--- src/rtl/vga_pkg.sv ---
// Shared 640x480@60 timing constants for the raster generator and every pixel consumer.
// Renderers should use the *_ACT_START values rather than literal sync+back-porch sums.
package vga_pkg;

  localparam int unsigned COUNT_W = 10;

  localparam int unsigned H_SYNC_LEN   = 96;
  localparam int unsigned H_BACK_LEN   = 48;
  localparam int unsigned H_ACTIVE_LEN = 640;
  localparam int unsigned H_FRONT_LEN  = 16;
  localparam int unsigned V_SYNC_LEN   = 2;
  localparam int unsigned V_BACK_LEN   = 33;
  localparam int unsigned V_ACTIVE_LEN = 480;
  localparam int unsigned V_FRONT_LEN  = 10;
  localparam int unsigned DEF_FRAME_W  = 8;

  function automatic int unsigned axis_total(input int unsigned sync_len,
                                             input int unsigned back_len,
                                             input int unsigned active_len,
                                             input int unsigned front_len);
    return sync_len + back_len + active_len + front_len;
  endfunction

  localparam int unsigned H_TOTAL     = axis_total(H_SYNC_LEN, H_BACK_LEN, H_ACTIVE_LEN, H_FRONT_LEN);
  localparam int unsigned V_TOTAL     = axis_total(V_SYNC_LEN, V_BACK_LEN, V_ACTIVE_LEN, V_FRONT_LEN);
  localparam int unsigned H_ACT_START = H_SYNC_LEN + H_BACK_LEN;
  localparam int unsigned H_ACT_END   = H_ACT_START + H_ACTIVE_LEN - 1;
  localparam int unsigned V_ACT_START = V_SYNC_LEN + V_BACK_LEN;
  localparam int unsigned V_ACT_END   = V_ACT_START + V_ACTIVE_LEN - 1;

endpackage

--- src/rtl/vga_timing_gen_if.sv ---
// Raster timing bus: the generator drives position/sync/pulses, consumers supply pix_ce.
interface vga_timing_gen_if
  import vga_pkg::*;
#(
  parameter int unsigned FRAME_W = DEF_FRAME_W
);
  logic               pix_ce;
  logic [COUNT_W-1:0] h_count;
  logic [COUNT_W-1:0] v_count;
  logic               hsync;
  logic               vsync;
  logic               display_active;
  logic               line_start;
  logic               frame_start;
  logic [FRAME_W-1:0] frame_count;

  modport master (
    input  pix_ce,
    output h_count, v_count, hsync, vsync, display_active,
    output line_start, frame_start, frame_count
  );

  modport slave (
    output pix_ce,
    input  h_count, v_count, hsync, vsync, display_active,
    input  line_start, frame_start, frame_count
  );
endinterface

--- src/rtl/vga_axis_counter.sv ---
// One raster axis: position counter with sync/active flags registered from the next count.
module vga_axis_counter
  import vga_pkg::*;
#(
  parameter int unsigned SYNC   = H_SYNC_LEN,
  parameter int unsigned BACK   = H_BACK_LEN,
  parameter int unsigned ACTIVE = H_ACTIVE_LEN,
  parameter int unsigned FRONT  = H_FRONT_LEN
) (
  input  logic               clk,
  input  logic               rst,
  input  logic               step,
  output logic [COUNT_W-1:0] count,
  output logic               sync_n,
  output logic               active,
  output logic               active_next,
  output logic               wrap
);

  localparam int unsigned        TOTAL     = axis_total(SYNC, BACK, ACTIVE, FRONT);
  localparam logic [COUNT_W-1:0] LAST      = COUNT_W'(TOTAL - 1);
  localparam logic [COUNT_W-1:0] SYNC_END  = COUNT_W'(SYNC);
  localparam logic [COUNT_W-1:0] ACT_FIRST = COUNT_W'(SYNC + BACK);
  localparam logic [COUNT_W-1:0] ACT_LAST  = COUNT_W'(SYNC + BACK + ACTIVE - 1);

  logic [COUNT_W-1:0] count_q, count_d;
  logic               sync_n_q, sync_n_d;
  logic               active_q, active_d;

  // wrap is combinational so the next axis can step in the same cycle this one rolls over.
  always_comb begin
    count_d = count_q;
    wrap    = 1'b0;
    if (step) begin
      if (count_q == LAST) begin
        count_d = '0;
        wrap    = 1'b1;
      end else begin
        count_d = count_q + COUNT_W'(1);
      end
    end
    sync_n_d = (count_d >= SYNC_END);
    active_d = (count_d >= ACT_FIRST) && (count_d <= ACT_LAST);
  end

  always_ff @(posedge clk) begin
    if (rst) begin
      count_q  <= '0;
      sync_n_q <= 1'b0;
      active_q <= 1'b0;
    end else begin
      count_q  <= count_d;
      sync_n_q <= sync_n_d;
      active_q <= active_d;
    end
  end

  assign count       = count_q;
  assign sync_n      = sync_n_q;
  assign active      = active_q;
  assign active_next = active_d;

endmodule

--- src/rtl/vga_timing_gen.sv ---
// VGA raster timing generator: chained horizontal/vertical counters plus line/frame pulses.
// Every output is a flop, so sync and active always line up with the presented position.
module vga_timing_gen
  import vga_pkg::*;
#(
  parameter int unsigned H_SYNC   = H_SYNC_LEN,
  parameter int unsigned H_BACK   = H_BACK_LEN,
  parameter int unsigned H_ACTIVE = H_ACTIVE_LEN,
  parameter int unsigned H_FRONT  = H_FRONT_LEN,
  parameter int unsigned V_SYNC   = V_SYNC_LEN,
  parameter int unsigned V_BACK   = V_BACK_LEN,
  parameter int unsigned V_ACTIVE = V_ACTIVE_LEN,
  parameter int unsigned V_FRONT  = V_FRONT_LEN,
  parameter int unsigned FRAME_W  = DEF_FRAME_W
) (
  input  logic              clk,
  input  logic              rst,
  vga_timing_gen_if.master  bus
);

  logic [COUNT_W-1:0] h_count, v_count;
  logic               h_sync_n, v_sync_n;
  logic               h_active, v_active;
  logic               h_active_next, v_active_next;
  logic               h_wrap, v_wrap, v_step;

  logic               display_active_q, display_active_d;
  logic               line_start_q, line_start_d;
  logic               frame_start_q, frame_start_d;
  logic [FRAME_W-1:0] frame_count_q, frame_count_d;

  assign v_step = bus.pix_ce & h_wrap;

  vga_axis_counter #(
    .SYNC   (H_SYNC),
    .BACK   (H_BACK),
    .ACTIVE (H_ACTIVE),
    .FRONT  (H_FRONT)
  ) u_h_axis (
    .clk         (clk),
    .rst         (rst),
    .step        (bus.pix_ce),
    .count       (h_count),
    .sync_n      (h_sync_n),
    .active      (h_active),
    .active_next (h_active_next),
    .wrap        (h_wrap)
  );

  vga_axis_counter #(
    .SYNC   (V_SYNC),
    .BACK   (V_BACK),
    .ACTIVE (V_ACTIVE),
    .FRONT  (V_FRONT)
  ) u_v_axis (
    .clk         (clk),
    .rst         (rst),
    .step        (v_step),
    .count       (v_count),
    .sync_n      (v_sync_n),
    .active      (v_active),
    .active_next (v_active_next),
    .wrap        (v_wrap)
  );

  // Wrap flags only fire on a stepping cycle, so pulses drop to 0 whenever pix_ce is low.
  always_comb begin
    line_start_d     = h_wrap;
    frame_start_d    = h_wrap & v_wrap;
    display_active_d = h_active_next & v_active_next;
    frame_count_d    = frame_count_q;
    if (frame_start_d) begin
      frame_count_d = frame_count_q + FRAME_W'(1);
    end
  end

  always_ff @(posedge clk) begin
    if (rst) begin
      display_active_q <= 1'b0;
      line_start_q     <= 1'b0;
      frame_start_q    <= 1'b0;
      frame_count_q    <= '0;
    end else begin
      display_active_q <= display_active_d;
      line_start_q     <= line_start_d;
      frame_start_q    <= frame_start_d;
      frame_count_q    <= frame_count_d;
    end
  end

  assign bus.h_count        = h_count;
  assign bus.v_count        = v_count;
  assign bus.hsync          = h_sync_n;
  assign bus.vsync          = v_sync_n;
  assign bus.display_active = display_active_q;
  assign bus.line_start     = line_start_q;
  assign bus.frame_start    = frame_start_q;
  assign bus.frame_count    = frame_count_q;

endmodule

--- src/flat_wrapper.sv ---
// flat-port wrapper written by rule: the top's interface ports become plain ports
module vga_timing_gen_flat import vga_pkg::*;
#(
  parameter int unsigned H_SYNC   = H_SYNC_LEN,
  parameter int unsigned H_BACK   = H_BACK_LEN,
  parameter int unsigned H_ACTIVE = H_ACTIVE_LEN,
  parameter int unsigned H_FRONT  = H_FRONT_LEN,
  parameter int unsigned V_SYNC   = V_SYNC_LEN,
  parameter int unsigned V_BACK   = V_BACK_LEN,
  parameter int unsigned V_ACTIVE = V_ACTIVE_LEN,
  parameter int unsigned V_FRONT  = V_FRONT_LEN,
  parameter int unsigned FRAME_W  = DEF_FRAME_W
)
  (clk, rst, bus_pix_ce, bus_h_count, bus_v_count, bus_hsync, bus_vsync, bus_display_active, bus_line_start, bus_frame_start, bus_frame_count);
  vga_timing_gen_if #(.FRAME_W(FRAME_W)) bus_i ();
  input  logic clk;
  input  logic rst;
  input wire logic [$bits(bus_i.pix_ce)-1:0] bus_pix_ce;
  output wire logic [$bits(bus_i.h_count)-1:0] bus_h_count;
  output wire logic [$bits(bus_i.v_count)-1:0] bus_v_count;
  output wire logic [$bits(bus_i.hsync)-1:0] bus_hsync;
  output wire logic [$bits(bus_i.vsync)-1:0] bus_vsync;
  output wire logic [$bits(bus_i.display_active)-1:0] bus_display_active;
  output wire logic [$bits(bus_i.line_start)-1:0] bus_line_start;
  output wire logic [$bits(bus_i.frame_start)-1:0] bus_frame_start;
  output wire logic [$bits(bus_i.frame_count)-1:0] bus_frame_count;
  assign bus_i.pix_ce = bus_pix_ce;
  assign bus_h_count = bus_i.h_count;
  assign bus_v_count = bus_i.v_count;
  assign bus_hsync = bus_i.hsync;
  assign bus_vsync = bus_i.vsync;
  assign bus_display_active = bus_i.display_active;
  assign bus_line_start = bus_i.line_start;
  assign bus_frame_start = bus_i.frame_start;
  assign bus_frame_count = bus_i.frame_count;
  vga_timing_gen #(.H_SYNC(H_SYNC), .H_BACK(H_BACK), .H_ACTIVE(H_ACTIVE), .H_FRONT(H_FRONT), .V_SYNC(V_SYNC), .V_BACK(V_BACK), .V_ACTIVE(V_ACTIVE), .V_FRONT(V_FRONT), .FRAME_W(FRAME_W)) u_core (.clk(clk), .rst(rst), .bus(bus_i));
endmodule
--- config.mk ---
export PLATFORM = sky130hd
export DESIGN_NAME = vga_timing_gen_flat
export DESIGN_NICKNAME = d
export VERILOG_FILES = /design/src/rtl/vga_pkg.sv /design/src/rtl/vga_timing_gen_if.sv /design/src/rtl/vga_axis_counter.sv /design/src/rtl/vga_timing_gen.sv /design/src/flat_wrapper.sv
export SDC_FILE = /design/constraint.sdc
export NUM_CORES = 1
export LEC_CHECK = 0
export BUFFER_PORTS_ARGS = -buffer_cell sky130_fd_sc_hd__buf_2
export CORE_AREA = 2 2 72 74
export DETAILED_ROUTE_END_ITERATION = 8
export DIE_AREA = 0 0 74 76
export GPL_TIMING_DRIVEN = 1
export SKIP_LAST_GASP = 1
export SLEW_MARGIN = 40
export SYNTH_ARGS = -nofsm -noshare
export SYNTH_HDL_FRONTEND = slang
export SYNTH_SLANG_ARGS = --single-unit
--- constraint.sdc ---
create_clock -name clk -period 2.8 [get_ports clk]
set_input_delay 0.28 -clock clk [delete_from_list [all_inputs] [get_ports clk]]
set_output_delay 0.28 -clock clk [all_outputs]
set_load 0.02 [all_outputs]
==> results of run 1 <==
[where the power goes]
group | switching, mW | internal, mW | total (mW)
Clock | 0.164 | 0.176 | 0.340
Sequential | 0.00326 | 0.473 | 0.476
Combinational | 0.0160 | 0.00753 | 0.0236
[cells in the mapped netlist, types with 3 or more instances]
cell type,count,share of area [%]
nand3_1,7,2.1
o21ai_0,5,1.5
dfxtp_1,33,40
a31oi_1,4,1.5
nand2_1,16,3.6
inv_1,5,1.1
nor2_1,34,7.7
xnor2_1,6,3.2
nor4_1,3,1.1
nor3_1,7,2.1
a21oi_1,8,2.4
xor2_1,11,5.8
clkbuf_1,6,1.4
mux2i_1,3,1.8
ha_1,4,3.0
and4_1,4,2.1
nand4_1,9,3.4
[metal layers]
| layer | vias to the layer above | global-route usage (%) | share of wire (%) |
|---|---|---|---|
| met4 | 0 | 5.82 | 1.5 |
| met1 | 725 | 21.3 | 46 |
| met5 | - | 0 | 0 |
| li1 | 785 | - | - |
| met2 | 59 | 23.0 | 47 |
| met3 | 7 | 4.37 | 6.0 |
[repair_timing]
action / in CTS / in global routing
setup endpoints to repair: 0 / 1
buffers inserted: 0 / 0
hold buffers: 0 / 0
resized for setup: 0 / 3
[layout make-up]
type,count,area share [%]
multi-input cells,150,47.0
inverters,5,0.919
well taps,70,4.29
clock buffers,8,3.92
repair buffers,43,11.5
flip-flops and latches,33,32.4
[sequential cells by signal, indices dropped and copies added, names as in the netlist]
name,flops
u_core.bus.line_start,1
u_core.bus.frame_start,1
u_core.u_v_axis.count,10
u_core.u_h_axis.sync_n,1
u_core.u_v_axis.sync_n,1
u_core.bus.frame_count,8
u_core.u_h_axis.count,10
u_core.bus.display_active,1
[cells by family (layout without fill, tap and decap cells)]
group / after synthesis / after routing / synth area share, %
AOI/OAI and AO/OA: 28 / 28 / 11.2
buffers and inverters: 13 / 56 / 3.02
DFF: 33 / 33 / 39.9
adders and majority gates: 4 / 4 / 3.02
xor gates and xnor gates: 17 / 17 / 8.99
and+or+nand+nor: 97 / 97 / 31.4
muxes: 4 / 4 / 2.49
[critical path: cells and delay by family (launching register included)]
| family | cells | cell delay (ps) |
|---|---|---|
| buffers and inverters | 1 | 70 |
| AO/OA/AOI/OAI | 2 | 500 |
| AND/OR/NAND/NOR | 4 | 1460 |
| flip-flops | 1 | 360 |
| adder cells (fa/ha/maj) | 1 | 150 |
[through the flow]
step / std cells / setup WS, ps
floorplan: 196 / 193
global placement: 301 / 187
detailed placement: 301 / 189
CTS: 309 / 149
global route: 309 / -7.55
finish: 309 / 156
[final timing paths]
path,end,cells after the start,slack [ps]
max reg2reg,u_core.bus.display_active,8,160
max,u_core.bus.display_active,8,160
min,u_core.u_h_axis.count[0],3,330
min reg2reg,u_core.bus.frame_count[7],2,510
==> flow_summary.toml, run 1 <==
[run_status]
status = "finished clean"

[cells_and_area]
final_util_pct = 41.6
n_antenna_cell = 0
finalNetCount = 245
regArea_um2 = 661
final_cell_mix = "buf_2, nor2_1, dfxtp_1"
layout_commonest_cell = "buf_2"
multi_input_area_um2 = 960
drive_above_1_share_pct = 23.8
design_area_um2 = 2040
area_growth_pct = 23.4
fillCellCount = 503

[setup_path]
arrival_ps = 2830
crit_fanout = 6
start_kind = "flop"
crit_path_max_incr_delay_ps = 530
critPathLaunch = "u_core.u_v_axis.count[1]"
critPathKind = "flop to flop"
cp_slowest_cell = "or4_4"
required_ps = 2990
r2r_start = "u_core.u_v_axis.count[1]"
crit_chain = "inv_1, ha_1, or4b_4, or4_4, a21oi_2, nand4_1, or3_1, a2111oi_2"
setup.worst_path.end_class = "flop"

[floorplanning]
die_x_um = 74
core_area_um2 = 4910
ios = 36
die_area_um2 = 5620
fp-row-count = 26
die_h_um = 76
start_util_pct = 33.7

[drt]
vias = 1576
ant_nets = 0
first_pass_iters = 4
drt_wl_total_mm = 4.10
vias_per_cell = 5.10
wl_per_cell_um = 13.3
drcViolationCount = 0
drt_iter0_markers = 128

[logic_synthesis]
postSynthAreaPerCell_um2 = 8.45
yosysWarnings = 0
synth_cells = 196
synth_ff_type = "dfxtp_1"
ys_types = 41
syn_area_um2 = 1660
synth_edf_count = 0
yosysSeqAreaShare_pct = 39.9
synth_seq_cells = 33
async_flop_share_pct = 0
syn_nets = 203

[sta]
worst_pin_slew_ps = 615
timing.hold.ws_ps = 332
fin_crit_sh_pct = 94.4
timing_hold_violations_final = 0
max_slew_margin_pct = 59.0
setup_viol = 0
slew_viol_final = 0
timing.fmax_mhz = 378
period_minus_slack_ps = 2640
fin_skew_ps = 7.13
fin_setup_tns_ps = 0

[clock_tree]
cts.clk_slew.worst_paths_ps = 70
cts_root_buf = "clkbuf_8"
htreeDepth = 2
clockBufferDepth = 2
clkLatencyLatePin_ps = 280
cts_tree = "built"
numCtsBuffers = 5
cts_sinks = 33

[power_and_ir_drop]
power_density_nw_per_um2 = 411
fin_total_pwr_mw = 0.839
p_leak_nw = 0.820
ir_worst_vdd_v = 0.000159

[place]
dp_hpwl_mm = 2.94
dpl_cell_area_um2 = 1950
place_congestion = 0.853
port_buffers = 35

[min_path]
hp-class = "primary input to flop"
min-delay-start = "bus_pix_ce"

[global_routing]
grtUsageTotal_pct = 15.6
grt_overflow = 0
grt_pass1_wl_mm = 6.82
grt_pass1_vias = 1457
grt_max_degree = 34
antenna_found_initial = 0

[flow_run]
cap_viol_max_count = 0
Power figures use the tool's default switching activity.
==> inputs of run 2 (changes only) <==
- clock period: 2.8 -> 2.25 ns (I/O delays scaled with it)
==> run 2 against run 1 <==
Compared with the run above:
- the run now ends with setup timing left
- via count up 12%
- clock-buffer cell count fell by 1
- worst hold slack worse by 69 ps
- worst setup slack worse by 380 ps
- clock power up 72%
- first-iteration DRC count is 14% lower
- utilization is 9.4 points higher
- combinational power increased by 79%
- clock skew fell by 0.84 ps
==> flow_summary.toml, run 2 (synthesized netlist as in run 1, its figures left out) <==
[clock_tree]
numCtsBuffers = 5
cts_root_buf = "clkbuf_8"
cts_sinks = 33
clkLatencyLatePin_ps = 290
clockBufferDepth = 2
cts_tree = "built"
htreeDepth = 2
cts.clk_slew.worst_paths_ps = 70

[global_routing]
grt_overflow = 0
antenna_found_initial = 0
grt_pass1_wl_mm = 7.86
grtUsageTotal_pct = 17.9
grt_max_degree = 23
grt_pass1_vias = 1637

[floorplanning]
die_h_um = 76
start_util_pct = 33.7
fp-row-count = 26
ios = 36
die_x_um = 74
die_area_um2 = 5620
core_area_um2 = 4910

[setup_path]
crit_fanout = 2
start_kind = "flop"
critPathKind = "flop to flop"
arrival_ps = 2630
rr_worst_depth = 12
required_ps = 2410
setup.worst_path.end_class = "flop"

[cells_and_area]
n_antenna_cell = 0
design_area_um2 = 2500
layout_commonest_cell = "buf_4"
finalNetCount = 296
drive_above_1_share_pct = 40.7
final_cell_mix = "buf_4, buf_2, nor2_1"
final_util_pct = 50.9
area_growth_pct = 51.2

[sta]
timing_hold_violations_final = 0
timing.fmax_mhz = 404
slew_viol_final = 0
fin_crit_sh_pct = 110
period_minus_slack_ps = 2470
rsz0062_at_grt = "yes"
worst_pin_slew_ps = 479
max_slew_margin_pct = 67.8
fin_setup_tns_ps = -828
setup_viol = 7
fin_skew_ps = 6.28
setup_slack_ps = -225

[min_path]
hold_path_depth = 2
hp-class = "primary input to flop"

[flow_run]
cap_viol_max_count = 0

[power_and_ir_drop]
ir_worst_vdd_v = 0.000269
p_leak_nw = 1.10
power_density_nw_per_um2 = 486

[place]
dpl_cell_area_um2 = 2290
place_congestion = 0.828
port_buffers = 35
dp_hpwl_mm = 3.40

[drt]
first_pass_iters = 5
vias = 1767
vias_per_cell = 4.91
ant_nets = 0
drcViolationCount = 0
drt_iter0_markers = 110
drt_wl_total_mm = 4.68
wl_per_cell_um = 13.0

[run_status]
violations = "setup timing"
status = "finished with violations"
run 2: worst max-delay path, cell delays in order, from the launching register on:
cell and delay, ps:
dfxtp_4 350, inv_4 60, ha_4 100, or4b_4 450, or4_4 510, a21oi_4 160, buf_4 130, buf_4 90
buf_4 90, buf_4 90, a31oi_1 70, o21ai_1 160, a2111oi_2 80
run 2: worst paths after layout:
check,start,endpoint,slack (ps)
setup / recovery,u_core.u_v_axis.count[0],u_core.bus.display_active,-220
hold / removal,rst,u_core.u_v_axis.count[6],260
setup reg to reg,u_core.u_v_axis.count[0],u_core.bus.display_active,-220
hold reg to reg,u_core.bus.frame_count[7],u_core.bus.frame_count[7],510
run 2: repair_timing:
item / CTS / global route
endpoints found under the setup margin: 8 / 10
gates resized for setup: 8 / 5
buffers inserted: 6 / 2
hold buffers: 0 / 0
pin swaps: 8 / 6
run 2: routing by layer:
metal  share of wire, %  vias to the layer above  global-route usage (%)
met5                  0                        -                       0
met4                3.1                        0                    6.18
met3                4.3                       12                    4.23
met2                 46                       45                    28.4
met1                 47                      821                    23.6
li1                   -                      889                       -
run 2: per-stage QoR:
step                instances  total power, mW  hold slack, ps  worst slack [ps]
floorplan                 196            0.623             304              -288
finish                    360             1.22             263              -225
CTS                       358             1.23             251              -280
global placement          345            0.643             490              -239
global route              360             1.26             264              -335
detailed placement        345            0.645             504              -288
run 2: final cells by class:
| type | instances | area [um^2] |
|---|---|---|
| Multi-Input combinational cell | 150 | 990 |
| Timing Repair Buffer | 94 | 622 |
| Inverter | 5 | 21.3 |
| Sequential cell | 33 | 666 |
| Fill cell | 477 | 2410 |
| Clock buffer | 7 | 86.3 |
| Clock inverter | 1 | 30.0 |
| Tap cell | 70 | 87.6 |
run 2: report_power, final:
group | leakage [nW] | internal, mW | switching (mW) | total, mW
clock | 0.0585 | 0.361 | 0.224 | 0.585
combinational | 0.769 | 0.0170 | 0.0253 | 0.0423
sequential | 0.267 | 0.587 | 0.00239 | 0.589
